File: src/rtl/interp_coord_scheduler_pkg.sv
// Shared types and constants for the bilinear coordinate scheduler.
// Latency: none (declarations only).
// Backpressure: not applicable.
package interp_coord_scheduler_pkg;

    localparam int COORD_W_DEF = 8;

    typedef enum logic [1:0] {
        ST_IDLE = 2'd0,
        ST_EMIT = 2'd1,
        ST_DONE = 2'd2
    } state_t;

    // Neighbour index: bit 0 selects x+1, bit 1 selects y+1
    localparam logic [1:0] CORNER_00 = 2'd0;
    localparam logic [1:0] CORNER_10 = 2'd1;
    localparam logic [1:0] CORNER_01 = 2'd2;
    localparam logic [1:0] CORNER_11 = 2'd3;

endpackage

File: src/rtl/interp_coord_scheduler_coord_inc_clamp.sv
// Edge-replicating increment: inc = min(base + 1, limit).
// Latency: combinational.
// Backpressure: not applicable.
module coord_inc_clamp #(
    parameter int W = 8
) (
    input  logic [W-1:0] base,
    input  logic [W-1:0] limit,
    output logic [W-1:0] inc
);

    // One extra bit so base = all-ones does not wrap to zero before the compare
    logic [W:0] sum;

    // Clamp the widened sum against the limit
    always_comb begin
        sum = {1'b0, base} + {{W{1'b0}}, 1'b1};
        inc = (sum > {1'b0, limit}) ? limit : sum[W-1:0];
    end

endmodule

File: src/rtl/interp_coord_scheduler.sv
// Raster-scans a frame and emits the four bilinear neighbour coordinates per base pixel.
// Latency: first beat valid the cycle after an accepted start; one beat per cycle when ready.
// Backpressure: all outputs registered and held while out_valid & !out_ready.
module interp_coord_scheduler
    import interp_coord_scheduler_pkg::*;
#(
    parameter int COORD_W = COORD_W_DEF
) (
    input  logic               clk,
    input  logic               rst,
    input  logic               start,
    input  logic [COORD_W-1:0] width_m1,
    input  logic [COORD_W-1:0] height_m1,
    output logic               out_valid,
    input  logic               out_ready,
    output logic [COORD_W-1:0] out_x,
    output logic [COORD_W-1:0] out_y,
    output logic [1:0]         out_corner,
    output logic               out_last,
    output logic               busy,
    output logic               done
);

    localparam logic [COORD_W-1:0] ONE = COORD_W'(1);

    state_t             state;
    logic [COORD_W-1:0] w_lat;
    logic [COORD_W-1:0] h_lat;
    logic [COORD_W-1:0] bx;
    logic [COORD_W-1:0] by;
    logic [1:0]         corner;

    logic [COORD_W-1:0] nxt_w;
    logic [COORD_W-1:0] nxt_h;
    logic [COORD_W-1:0] nxt_bx;
    logic [COORD_W-1:0] nxt_by;
    logic [1:0]         nxt_corner;
    logic [COORD_W-1:0] x_inc;
    logic [COORD_W-1:0] y_inc;
    logic               launch;
    logic               xfer;
    logic               frame_end;

    assign launch    = (state == ST_IDLE) && start;
    assign xfer      = (state == ST_EMIT) && out_ready;
    assign frame_end = xfer && (corner == CORNER_11) && (bx == w_lat) && (by == h_lat);

    // Next scan position: load on launch, step corner per transfer, raster step after corner 3
    always_comb begin
        nxt_w      = w_lat;
        nxt_h      = h_lat;
        nxt_bx     = bx;
        nxt_by     = by;
        nxt_corner = corner;
        if (launch) begin
            nxt_w      = width_m1;
            nxt_h      = height_m1;
            nxt_bx     = '0;
            nxt_by     = '0;
            nxt_corner = CORNER_00;
        end else if (xfer) begin
            nxt_corner = corner + 2'd1;
            if (corner == CORNER_11) begin
                if (bx < w_lat) begin
                    nxt_bx = bx + ONE;
                end else begin
                    nxt_bx = '0;
                    nxt_by = by + ONE;
                end
            end
        end
    end

    // Neighbour coordinates are derived from the next position so outputs can be registered
    coord_inc_clamp #(.W(COORD_W)) u_x_inc (
        .base  (nxt_bx),
        .limit (nxt_w),
        .inc   (x_inc)
    );

    coord_inc_clamp #(.W(COORD_W)) u_y_inc (
        .base  (nxt_by),
        .limit (nxt_h),
        .inc   (y_inc)
    );

    // Scan FSM with registered stream outputs and status flags
    always_ff @(posedge clk) begin
        if (rst) begin
            state      <= ST_IDLE;
            w_lat      <= '0;
            h_lat      <= '0;
            bx         <= '0;
            by         <= '0;
            corner     <= CORNER_00;
            out_valid  <= 1'b0;
            out_x      <= '0;
            out_y      <= '0;
            out_corner <= CORNER_00;
            out_last   <= 1'b0;
            busy       <= 1'b0;
            done       <= 1'b0;
        end else begin
            w_lat  <= nxt_w;
            h_lat  <= nxt_h;
            bx     <= nxt_bx;
            by     <= nxt_by;
            corner <= nxt_corner;
            done   <= 1'b0;
            case (state)
                ST_IDLE: begin
                    if (start) begin
                        state      <= ST_EMIT;
                        busy       <= 1'b1;
                        out_valid  <= 1'b1;
                        out_x      <= '0;
                        out_y      <= '0;
                        out_corner <= CORNER_00;
                        out_last   <= (nxt_w == '0) && (nxt_h == '0) && (nxt_corner == CORNER_11);
                    end
                end
                ST_EMIT: begin
                    if (frame_end) begin
                        state     <= ST_DONE;
                        out_valid <= 1'b0;
                        out_last  <= 1'b0;
                        busy      <= 1'b0;
                        done      <= 1'b1;
                    end else if (xfer) begin
                        out_x      <= ((nxt_corner == CORNER_10) || (nxt_corner == CORNER_11)) ? x_inc : nxt_bx;
                        out_y      <= ((nxt_corner == CORNER_01) || (nxt_corner == CORNER_11)) ? y_inc : nxt_by;
                        out_corner <= nxt_corner;
                        out_last   <= (nxt_corner == CORNER_11) && (nxt_bx == nxt_w) && (nxt_by == nxt_h);
                    end
                end
                ST_DONE: begin
                    state <= ST_IDLE;
                end
                default: begin
                    state <= ST_IDLE;
                end
            endcase
        end
    end

endmodule

File: config.mk
export PLATFORM = sky130hd
export DESIGN_NAME = interp_coord_scheduler
export DESIGN_NICKNAME = d
export VERILOG_FILES = /design/src/rtl/interp_coord_scheduler_pkg.sv /design/src/rtl/interp_coord_scheduler_coord_inc_clamp.sv /design/src/rtl/interp_coord_scheduler.sv
export SDC_FILE = /design/constraint.sdc
export NUM_CORES = 1
export LEC_CHECK = 0
export ABC_CLOCK_PERIOD_IN_PS = 4900
export CORE_ASPECT_RATIO = 0.5
export CORE_MARGIN = 2
export CORE_UTILIZATION = 58
export CTS_CLUSTER_SIZE = 8
export DETAILED_ROUTE_END_ITERATION = 10
export PLACE_DENSITY_LB_ADDON = 0.08
export SLEW_MARGIN = 20
export SYNTH_ARGS = -nofsm -noshare
export SYNTH_HDL_FRONTEND = slang
export SYNTH_SLANG_ARGS = --single-unit
File: constraint.sdc
create_clock -name clk -period 4.9 [get_ports clk]
set_clock_uncertainty 0.1 [all_clocks]
set_input_delay 0.49 -clock clk [delete_from_list [all_inputs] [get_ports clk]]
set_output_delay 0.49 -clock clk [all_outputs]
set_load 0.005 [all_outputs]
==> summary.txt <==
Run status
  – Status: completed

Die
  – Initial Util: 59.0%
  – Number of core rows: 22
  – Die width: 125 microns
  – Height of the die: 64.6 microns
  – I/O pins: 42
  – Core footprint: 7210 sq um
  – Die area: 8080 sq um

Layout
  – Antenna diodes: 0
  – Post-Layout Cell Count: 687
  – Final nets: 635
  – Area growth, synth to finish: 24.4%
  – Final instance area: 5300 sq um
  – Layout cells sized above 1: 16.8%

Drt
  – Initial drt markers: 262
  – DR WL/cell: 18.2 microns
  – Final wirelength: 12500 microns
  – Vias per Instance: 6.07
  – First-pass DRT Iterations: 5
  – Antenna-violating nets left: 0
  – DR vias: 4168
  – DRC Markers: 0

STA
  – Worst-Margin Slew: 1.05 ns
  – Final Max Tran Viols: 0
  – Final setup viols: 0
  – Minimum clock period after layout: 4.66 ns
  – TNS Setup: 0 ns
  – Final period utilization: 95.1%
  – Highest clock rate: 215 MHz
  – Fin Hold WS: 0.354 ns
  – RSZ-0062 raised after global routing: yes
  – Final Hold Fails: 0
  – Slew HR: 29.8%
  – Setup WS post-layout: 0.241 ns

Logic synthesis
  – Synth Instances: 522
  – Post-synth EDFFs: 0
  – Async S/R FF share, synth: 0%
  – Syn Nets: 571
  – Library cells used by synthesis: 82
  – Seq cells post-synth: 57
  – Avg Cell Area, Syn: 8.16 sq um
  – Top FF cell, synth: dfxtp_1
  – Post-Syn Area: 4260 sq um
  – Ys Warns: 0
  – Sequential area share after synthesis: 26.8%

Critical path
  – CP cell instances: inv_1, ha_1, a21oi_2, o21a_1, nor2_1, nor2_1, mux2i_2, ha_2, nand2_1, mux2_4, or2_2, nand2_1, nand2_1, ha_1, a2111oi_0, o21ai_0, o2111ai_1, a21oi_2, mux2_2, a22oi_1, o311ai_1, a22o_1
  – CP max-delay cell: mux2i_2
  – CP max stage delay: 0.34 ns
  – Setup CP Type: reg2reg
  – Data required, critical path: 5.03 ns
  – Startpoint Class: flop
  – Type of destination of the critical path: flop
  – Critical path arrival: 4.79 ns
  – Critical path peak fanout: 6
  – Most common cell on crit path: nand2_1

Clock network
  – # hold bufs at CTS: 0
  – Postcts setup bufs: 0
  – TritonCTS clock tree: done
  – Clock transition at path regs: 0.05 ns
  – CTS Buf Count: 9
  – # H-tree levels: 3
  – Clock sinks: 57
  – Worst skew pair latency: 0.34 ns
  – Clock tree buffer depth: 2
  – Post-cts sizing count: 0
  – Clk root buf: clkbuf_16

Placement
  – Final Wtd Congestion: 0.971
  – HPWL Detailed: 9570 microns
  – Placed Area: 4930 sq um
  – IO Port Bufs: 41
  – Dpl ws: 0.0462 ns
  – Post-Place Cells: 670

Job
  – Max-Cap Viols: 0

Pwr
  – Leakage: 2.13 nW
  – Power density over the cells: 261 nW/um^2
  – Worst vdd ir: 0.000167 V

GRT
  – First-pass GRT wire length: 20100 microns
  – GR Util All Layers: 32.1%
  – Vias in the first global route: 3917
  – Largest net degree at the start of global routing: 46
  – Grt total ovfl: 0
  – Antenna violations before repair: 0

Worst hold path
  – Hold Crit Class: reg2reg
-- registers in the layout, summed over array words and instances (netlist names) --
name	flops
bx	8
by	8
h_lat	8
out_x	8
out_y	8
w_lat	8
corner	2
out_corner	2
state	2
busy	1
done	1
out_last	1
-- where the power goes --
part           switching (mW)  leakage (nW)  internal [mW]  total (mW)
registers             0.00838         0.463          0.475       0.483
clock network           0.222         0.162          0.470       0.692
logic                   0.123          1.50         0.0831       0.206
-- layer usage --
layer  vias to the layer above  global-route usage (%)  routed length, microns
met5                         -                       0                       0
met4                         0                    13.6                     346
met3                        31                    6.61                     871
met2                       145                    50.8                    5370
met1                      1982                    43.1                    5890
li1                       2010                       -                       -
-- critical path: cells and delay by family, from the launching register on --
family	cells	cell delay, ns
AO/OA/AOI/OAI	9	1.55
multiplexers	3	0.93
AND/OR/NAND/NOR	6	0.82
adder cells (fa/ha/maj)	3	0.80
flip-flops	1	0.30
buffers and inverters	1	0.05
-- cells in the mapped netlist, drive strengths merged, types with 5 or more instances --
cell type | n | area [sq um]
nor2 | 72 | 270
dfxtp | 57 | 1140
nand2 | 43 | 164
a21oi | 32 | 186
ha | 29 | 363
o21ai | 28 | 148
inv | 25 | 93.8
xnor2 | 20 | 175
nor3 | 17 | 85.1
xor2 | 16 | 140
mux2i | 15 | 170
clkbuf | 12 | 45.0
buf | 11 | 71.3
and2 | 10 | 62.6
nand3 | 10 | 50.1
nand4 | 10 | 68.8
mux2 | 9 | 109
nor4 | 8 | 68.8
o31ai | 7 | 52.6
a32oi | 6 | 52.6
a22o | 5 | 43.8
a22oi | 5 | 37.5
nand2b | 5 | 31.3
o21a | 5 | 37.5
or2 | 5 | 33.8
or3 | 5 | 31.3
-- cells in the final DEF (no fill, tap or decap), types with 17 or more instances in the layout --
cell type	count
ha_1	28
inv_1	25
nor3_1	17
xnor2_1	20
clkdlybuf4s50_1	41
nand2_1	42
nor2_1	72
a21oi_1	24
buf_4	34
o21ai_0	19
dfxtp_1	56
-- metrics by stage --
stage / utilization [%] / power, mW
5_1_grt: 73.4 / 1.42
4_1_cts: 73.0 / 1.38
2_1_floorplan: - / 0.621
3_3_place_gp: 68.4 / 0.691
6_report: 73.4 / 1.38
3_5_place_dp: 68.4 / 0.693
-- kinds of logic after synthesis --
| family | synth area share (%) |
|---|---|
| xor gates and xnor gates | 7.41 |
| adders and majority gates | 8.52 |
| buffers and inverters | 4.94 |
| muxes | 6.55 |
| and+or+nand+nor | 24.8 |
| AOI/OAI and AO/OA | 21.0 |
| DFF | 26.8 |
-- area by class of cell --
| class | count | area (sq um) |
|---|---|---|
| clock buffer | 11 | 253 |
| sequential | 57 | 1140 |
| tap | 96 | 120 |
| fill | 584 | 1920 |
| multi-input combinational | 417 | 2940 |
| timing repair buffer | 76 | 673 |
| inverter | 25 | 93.8 |
| clock inverter | 5 | 77.6 |
-- worst paths after layout --
path | start | to | slack (ns) | depth (start not counted)
max | w_lat[7] | out_y[0] | 0.24 | 22
min | out_x[0] | out_x[0] | 0.35 | 2
max reg2reg | w_lat[7] | out_y[0] | 0.24 | 22
min reg2reg | out_x[0] | out_x[0] | 0.35 | 2
Power figures use the tool's default switching activity.
